### src/rtl/hazard_stall_unit_pkg.sv
// Shared types and constants for the pipeline hazard/stall controller.
// Holds the memory-wait FSM encoding and register-index helpers.
package hazard_stall_unit_pkg;

    localparam int REG_IDX_W = 5;
    localparam logic [REG_IDX_W-1:0] REG_X0 = '0;

    typedef enum logic [1:0] {
        ST_RUN      = 2'd0,
        ST_MEM_WAIT = 2'd1,
        ST_ERROR    = 2'd2
    } hsu_state_t;

    // True when an ID operand is really read and names the EX destination.
    function automatic logic reg_match(input logic                 use_rs,
                                       input logic [REG_IDX_W-1:0] rs,
                                       input logic [REG_IDX_W-1:0] rd);
        return use_rs && (rs == rd);
    endfunction

endpackage

### src/rtl/hazard_perf_counter.sv
// Saturating event counter for hazard statistics.
// Latency: count reflects an event one cycle after inc; no backpressure, holds at all-ones.
// Reset: asynchronous active-low.
module hazard_perf_counter #(
    parameter int W = 32
) (
    input  logic         clk,
    input  logic         reset,
    input  logic         inc,
    output logic [W-1:0] count
);

    always_ff @(posedge clk or negedge reset) begin
        if (!reset) begin
            count <= '0;
        end else if (inc && (count != {W{1'b1}})) begin
            count <= count + 1'b1;
        end
    end

endmodule

### src/rtl/hazard_stall_unit.sv
// Load-use stall, branch flush and memory-wait freeze control; counters under HAZARD_PERF_EN.
// Latency: enables/flushes are combinational; FSM and wait counter update on the next edge.
// Backpressure: MemReady low freezes the whole pipeline; ERROR freezes until reset.
module hazard_stall_unit
    import hazard_stall_unit_pkg::*;
#(
    parameter int MEM_TIMEOUT = 16,
    parameter int TO_W        = 5,
    parameter int CNT_W       = 32
) (
    input  logic                 clk,
    input  logic                 reset,
    input  logic [REG_IDX_W-1:0] Rs1_ID,
    input  logic [REG_IDX_W-1:0] Rs2_ID,
    input  logic                 Use_Rs1_ID,
    input  logic                 Use_Rs2_ID,
    input  logic [REG_IDX_W-1:0] RD_EX,
    input  logic                 MemRead_EX,
    input  logic                 Taken_EX,
    input  logic                 MemReq_MEM,
    input  logic                 MemReady,
    output logic                 PC_Write,
    output logic                 IFID_Write,
    output logic                 IFID_Flush,
    output logic                 IDEX_Write,
    output logic                 IDEX_Flush,
    output logic                 EXMEM_Write,
    output logic                 MEMWB_Flush,
    output logic                 Mem_Timeout,
    output logic [CNT_W-1:0]     Stall_Cnt,
    output logic [CNT_W-1:0]     Flush_Cnt,
    output logic [CNT_W-1:0]     Freeze_Cnt
);

    hsu_state_t      state_q, state_d;
    logic [TO_W-1:0] wait_cnt_q, wait_cnt_d;
    logic            freeze;
    logic            load_use;

    always_ff @(posedge clk or negedge reset) begin
        if (!reset) begin
            state_q    <= ST_RUN;
            wait_cnt_q <= '0;
        end else begin
            state_q    <= state_d;
            wait_cnt_q <= wait_cnt_d;
        end
    end

    // A ready in MEM_WAIT releases the freeze in the same cycle it arrives.
    always_comb begin
        state_d    = state_q;
        wait_cnt_d = wait_cnt_q;
        freeze     = 1'b0;
        case (state_q)
            ST_RUN: begin
                if (MemReq_MEM && !MemReady) begin
                    freeze     = 1'b1;
                    state_d    = ST_MEM_WAIT;
                    wait_cnt_d = TO_W'(1);
                end
            end
            ST_MEM_WAIT: begin
                if (MemReady) begin
                    state_d    = ST_RUN;
                    wait_cnt_d = '0;
                end else begin
                    freeze = 1'b1;
                    if (wait_cnt_q == TO_W'(MEM_TIMEOUT - 1)) begin
                        state_d = ST_ERROR;
                    end else begin
                        wait_cnt_d = wait_cnt_q + 1'b1;
                    end
                end
            end
            ST_ERROR: begin
                freeze = 1'b1;
            end
            default: begin
                state_d    = ST_RUN;
                wait_cnt_d = '0;
            end
        endcase
    end

    assign load_use = MemRead_EX && (RD_EX != REG_X0) &&
                      (reg_match(Use_Rs1_ID, Rs1_ID, RD_EX) ||
                       reg_match(Use_Rs2_ID, Rs2_ID, RD_EX));

    // Taken branch outranks load-use: the ID instruction is on the wrong path.
    always_comb begin
        PC_Write    = 1'b1;
        IFID_Write  = 1'b1;
        IFID_Flush  = 1'b0;
        IDEX_Write  = 1'b1;
        IDEX_Flush  = 1'b0;
        EXMEM_Write = 1'b1;
        MEMWB_Flush = 1'b0;
        if (freeze) begin
            PC_Write    = 1'b0;
            IFID_Write  = 1'b0;
            IDEX_Write  = 1'b0;
            EXMEM_Write = 1'b0;
            MEMWB_Flush = 1'b1;
        end else if (Taken_EX) begin
            IFID_Flush = 1'b1;
            IDEX_Flush = 1'b1;
        end else if (load_use) begin
            PC_Write   = 1'b0;
            IFID_Write = 1'b0;
            IDEX_Flush = 1'b1;
        end
    end

    assign Mem_Timeout = (state_q == ST_ERROR);

`ifdef HAZARD_PERF_EN
    logic stall_applied;
    logic flush_applied;

    assign stall_applied = !freeze && !Taken_EX && load_use;
    assign flush_applied = !freeze && Taken_EX;

    hazard_perf_counter #(.W(CNT_W)) u_stall_cnt (
        .clk   (clk),
        .reset (reset),
        .inc   (stall_applied),
        .count (Stall_Cnt)
    );

    hazard_perf_counter #(.W(CNT_W)) u_flush_cnt (
        .clk   (clk),
        .reset (reset),
        .inc   (flush_applied),
        .count (Flush_Cnt)
    );

    hazard_perf_counter #(.W(CNT_W)) u_freeze_cnt (
        .clk   (clk),
        .reset (reset),
        .inc   (freeze),
        .count (Freeze_Cnt)
    );
`else
    assign Stall_Cnt  = '0;
    assign Flush_Cnt  = '0;
    assign Freeze_Cnt = '0;
`endif

endmodule
### config.mk
export PLATFORM = sky130hd
export DESIGN_NAME = hazard_stall_unit
export DESIGN_NICKNAME = d
export VERILOG_FILES = /design/src/rtl/hazard_stall_unit_pkg.sv /design/src/rtl/hazard_perf_counter.sv /design/src/rtl/hazard_stall_unit.sv
export SDC_FILE = /design/constraint.sdc
export NUM_CORES = 1
export LEC_CHECK = 0
export CORE_MARGIN = 2
export CORE_UTILIZATION = 30
export CTS_BUF_LIST = sky130_fd_sc_hd__clkbuf_16
export DETAILED_ROUTE_END_ITERATION = 7
export PLACE_DENSITY = 0.92
export SLEW_MARGIN = 5
export SYNTH_ARGS = -nofsm -noshare
export SYNTH_HDL_FRONTEND = slang
export SYNTH_HIERARCHICAL = 1
export SYNTH_SLANG_ARGS = --single-unit
### constraint.sdc
create_clock -name clk -period 2.2 [get_ports clk]
set_clock_uncertainty 0.2 [all_clocks]
set_input_delay 0.33 -clock clk [delete_from_list [all_inputs] [get_ports clk]]
set_output_delay 0.33 -clock clk [all_outputs]
set_load 0.01 [all_outputs]
[Word level (Yosys, flattened, before mapping)]
Index checks and enable logic that the tools add are counted.
Storage, ports and cells
  register bits after elaboration: 7
  logic and storage cells: 44
  output and inout port bits: 104
Cells by class
  bitwise logic cells: 1
  eq/ne operators: 8
  $add $sub $neg: 1
  multiplexer cells: 21
  reductions and logical operators: 11
Operators with widths (number)
  $mux 5: 3
  $pmux 5 s3: 1
  $mux 1: 12
  $eq 5x5->1: 2
  $mux 2: 3
  $ne 3x3->1 const B: 2
  $pmux 2 s3: 1
  $reduce_and 3->1: 2
  $add 5x1->5 const B: 1
  $eq 5x4->1 const B: 1
  $logic_and 1x1->1: 5
  $reduce_bool 5->1: 1
  $pmux 1 s3: 1
  $eq 2x1->1 const B: 1
  $eq 2x2->1 const B: 1
  $logic_not 2->1: 1
  $ne 2x2->1 const B: 1
  $logic_not 1->1: 1
  $logic_or 1x1->1: 1
  $not 1->1: 1

[Longest topological paths before layout]
  word-level depth: 7
  depth in mapped cells: 7
  depth with buffers taken out: 6

[Worst setup path before layout]
Ideal clock, no wire load.
  kind: register -> output
  start point: register state_q[0]
  end point: output port PC_Write
  arrival: 1.603 ns
  slack: 0.067 ns
  required time: 1.670 ns
  cell stages (with the launch flop): 7
  cells stage by stage: dfrtp_1 > buf_2 > or2_2 > a21oi_4 > inv_1 > a31oi_1 > buf_4
Between the ends
  word-level cells in the longest chain between the ends: 3
  elaborated cells on any way between the ends: 5
  those cells by class: 2 x eq/ne; 2 x mux; 1 x reduce/logical
Ends and longest elaborated chain
  from (decl): line hazard_stall_unit.sv:35  | hsu_state_t state_q, state_d;
  from (signal assigned): line hazard_stall_unit.sv:45  | state_q <= state_d;
  $eq 2x2->1, or another cell as far along: line hazard_stall_unit.sv:55  | case (state_q)
  $pmux 1 s3 *: line hazard_stall_unit.sv:55
  $mux 1 *
  to (decl): line hazard_stall_unit.sv:22  | output logic PC_Write,
Every way passes the cells marked *; elsewhere a longest branch is shown, timed or not.

[Worst setup path in the final report]
  start point: register state_q[0]
  end point: output port IDEX_Flush
Between the ends
  word-level cells in the longest chain between the ends: 3
  elaborated cells on any way between the ends: 5
  those cells by class: 2 x eq/ne; 2 x mux; 1 x reduce/logical
Ends and longest elaborated chain
  $eq 2x2->1, or another cell as far along: line hazard_stall_unit.sv:55
  $pmux 1 s3 *: line hazard_stall_unit.sv:55
  $mux 1 *: line hazard_stall_unit.sv:99  | if (freeze) begin
  to (decl): line hazard_stall_unit.sv:26  | output logic IDEX_Flush,
Marks and branches as above.

==> reports/metrics.cfg <==
[sta]
hold_viol=0
clock.fmax_mhz=466
period_minus_slack_ps=2150
slew_viol_final=0
final_min_period_over_clock_period=0.976
report.final.setup_viol=0

[synth]
postSynthCellCount=163
synth.top_cells.by_count=98 x buf_4, 11 x xnor2_1, 10 x nand2_1
most_area_hungry_cell_type_in_the_yosys_netlist=buf_4
most_used_dff_post_synth=dfrtp_1
synth_area_mm2=0.00130
number_of_warning_messages_in_the_yosys_log=6
yosysTopAreaCellShare=0.567
synthDistinctLibCells=30
synth_edf_count=0
synth-seq-area-share=0.135
ys_top_cells_by_area=buf_4 57%, dfrtp_1 14%, xnor2_1 7.4%
synthArstFlopShare=1.00
most_common_cell_in_the_netlist=buf_4
synth_area_per_cell_um2=7.96
synth-seq-cells=7

[place]
gp_routability_congestion=0.757
dp.final_hpwl_mm=1.90
port_buffers=30
place_inst=249

[cts]
cts-root-buf=clkbuf_16
cts_tree=yes
ctsHoldBuffers=0
tritoncts.num_buffers=3
cts.sinks=7
worst_setup_hold_path_clk_slew_ps=40
htree_num_levels=1
number_of_buffers_between_clock_root_and_the_deepest_sink=2
clock_latency_ps=230

[status]
status=completed

[final_layout]
area_delta_synth_final_pct=12.9
post_route_cells_drive_above_1_share=0.136
final_core_utilization=0.359
nets=232
post_layout_nonfiller_instances=256
antenna-diode-count=0

[power]
p_leak_nw=0.803
vdd.ir_drop.worst_uv=216
pwr_density_cell_mw_per_mm2=466

[setup_path]
critical_path_cell_by_cell=buf_6, nand2b_4, inv_4, a21oi_4, buf_4, and2_1, a31o_1, buf_2
critical_path.top_delay_family=buffers and inverters
timing.critical_path.buf_inv=4
critical_path.slowest_cell=dfrtp_1
critical_path_required_ps=1670
cp_data_arrival_time_ps=1620
setup.worst_path.class=flip-flop to primary output
timing.critical_path.from_type=flip-flop
timing.critical_path.slowest_cell_delay_ps=390
critical_path.max_fanout=10
setup.worst_path.end_class=primary output

[floorplanning]
core_mm2=0.00409
dieArea_mm2=0.00487
number_of_cell_rows=23
boundaryPins=127
initial_core_util=0.318
die_height_um=69.8
floorplan.die.width_um=69.8

[global_routing]
grt_util_met2=0.146
grt_use_met1=0.0674
grt_overflow=0
globalRouteMet3Util=0.0291
antenna_found_initial=0
busiest_layer=met2
grt_pass1_vias=680
wire_length_of_the_first_global_routing_pass_mm=2.94
largest_net_degree_at_the_start_of_global_routing=11
grt_util_all_layers=0.0759

[routing]
route.vias.total=872
drc=0
avg_vias_per_cell=3.41
drt_iter0_drc=21
number_of_iterations_in_the_first_detailed_routing_pass=4
antenna_left=0
drt_wl_total_mm=2.17
wire_length_per_cell_after_detailed_routing_um=8.48

[job]
max_cap_viol_count=0

[worst_hold_path]
hp-class=input pin to asynchronous set/reset pin

[where the power goes]
group / total (mW) / internal (mW) / switching [mW] / leakage, nW
Combinational: 0.225 / 0.0918 / 0.133 / 0.667
Clock: 0.308 / 0.237 / 0.0716 / 0.0423
Sequential: 0.150 / 0.138 / 0.0117 / 0.0936
Total: 0.683 / 0.467 / 0.217 / 0.803
[cell type report]
| cell class | count | area (µm²) |
|---|---|---|
| inverters | 4 | 17.5 |
| clock buffers | 3 | 75.1 |
| well taps | 50 | 62.6 |
| multi-input cells | 147 | 743 |
| clock inverters | 1 | 3.75 |
| fillers | 450 | 2620 |
| flip-flops and latches | 7 | 175 |
| repair buffers | 44 | 388 |
[logic make-up (layout without fill, tap and decap cells)]
family / after synthesis / after routing / share of synthesized area
buf+inv: 104 / 52 / 0.585
simple gates: 22 / 22 / 0.0878
compound gates: 13 / 13 / 0.0723
xor+xnor: 12 / 12 / 0.0810
flops: 7 / 7 / 0.135
fa+ha+maj: 2 / 2 / 0.0193
mux: 2 / 2 / 0.0164
other cells: 1 / 96 / 0.00289
[cell usage in the layout, fill, tap and decap left out]
master and instances:
a31oi_1 1, nand3_1 1, buf_4 13, xnor2_1 11, and2_1 1, dlymetal6s2s_1 3, inv_4 1, nor2_4 1
ha_1 2, a31o_1 1, inv_1 4, a21oi_4 1, buf_6 1, and3_1 1, nand2_1 10, mux2_2 1
mux2i_1 1, clkbuf_16 3, buf_2 4, xor2_1 1, nor2b_1 1, o22ai_1 4, conb_1 96, dlygate4sd2_1 7
nand4b_1 1, clkdlybuf4s50_1 16, nor3b_1 1, a21oi_1 3, dfrtp_1 7, nand2b_4 1, nand4_1 2, or4_1 1
o21a_1 1, o32ai_1 1, or2_4 1, o22ai_2 1
[what timing repair did]
action | 4_1_cts | 5_1_grt
resized for setup | 26 | 8
setup buffers | 1 | 2
pin swaps | 4 | 5
endpoints found under the hold margin | 0 | 0
endpoints found under the setup margin | 7 | 3
[through the flow]
stage          power, mW  setup slack (ps)  TNS [ps]  cell area, µm²  hold slack [ps]
3_5_place_dp       0.376              -589     -2530            1360              307
6_report           0.683              53.2         0            1470              153
3_3_place_gp       0.369              -540     -2430            1360              305
5_1_grt            0.720             -4.72     -4.72            1470              181
2_1_floorplan      0.412              66.8         0            1650             -166
4_1_cts            0.677             -7.46     -7.46            1420              164
[routing by layer]
| layer | vias up | share of wire |
|---|---|---|
| met5 | - | 0 |
| met4 | 0 | 0.019 |
| met3 | 3 | 0.11 |
| met2 | 64 | 0.56 |
| met1 | 395 | 0.31 |
| li1 | 410 | - |
[final timing paths]
kind                            cells past startpoint     startpoint            end  slack, ps
worst max register to register                      6  wait_cnt_q[0]  wait_cnt_q[3]        280
worst min-delay path                                1          reset     state_q[0]        150
worst min register to register                      2  wait_cnt_q[4]  wait_cnt_q[4]        330
worst max-delay path                                8     state_q[0]     IDEX_Flush         50
max in group asynchronous                           1          reset  wait_cnt_q[4]       1420
min in group clk                                    3       MemReady  wait_cnt_q[0]        310
[registers in the layout (all words and copies together), names as in the netlist]
| register | cells |
|---|---|
| state_q | 2 |
| wait_cnt_q | 5 |
[worst reg2reg max path, delay by kind of cell, from the launching register on]
kind | cells | cell delay, ps
DFF | 1 | 440
xor gates and xnor gates | 1 | 150
and+or+nand+nor | 2 | 360
AOI/OAI and AO/OA | 1 | 160
adders and majority gates | 2 | 510
Power figures use the tool's default switching activity.
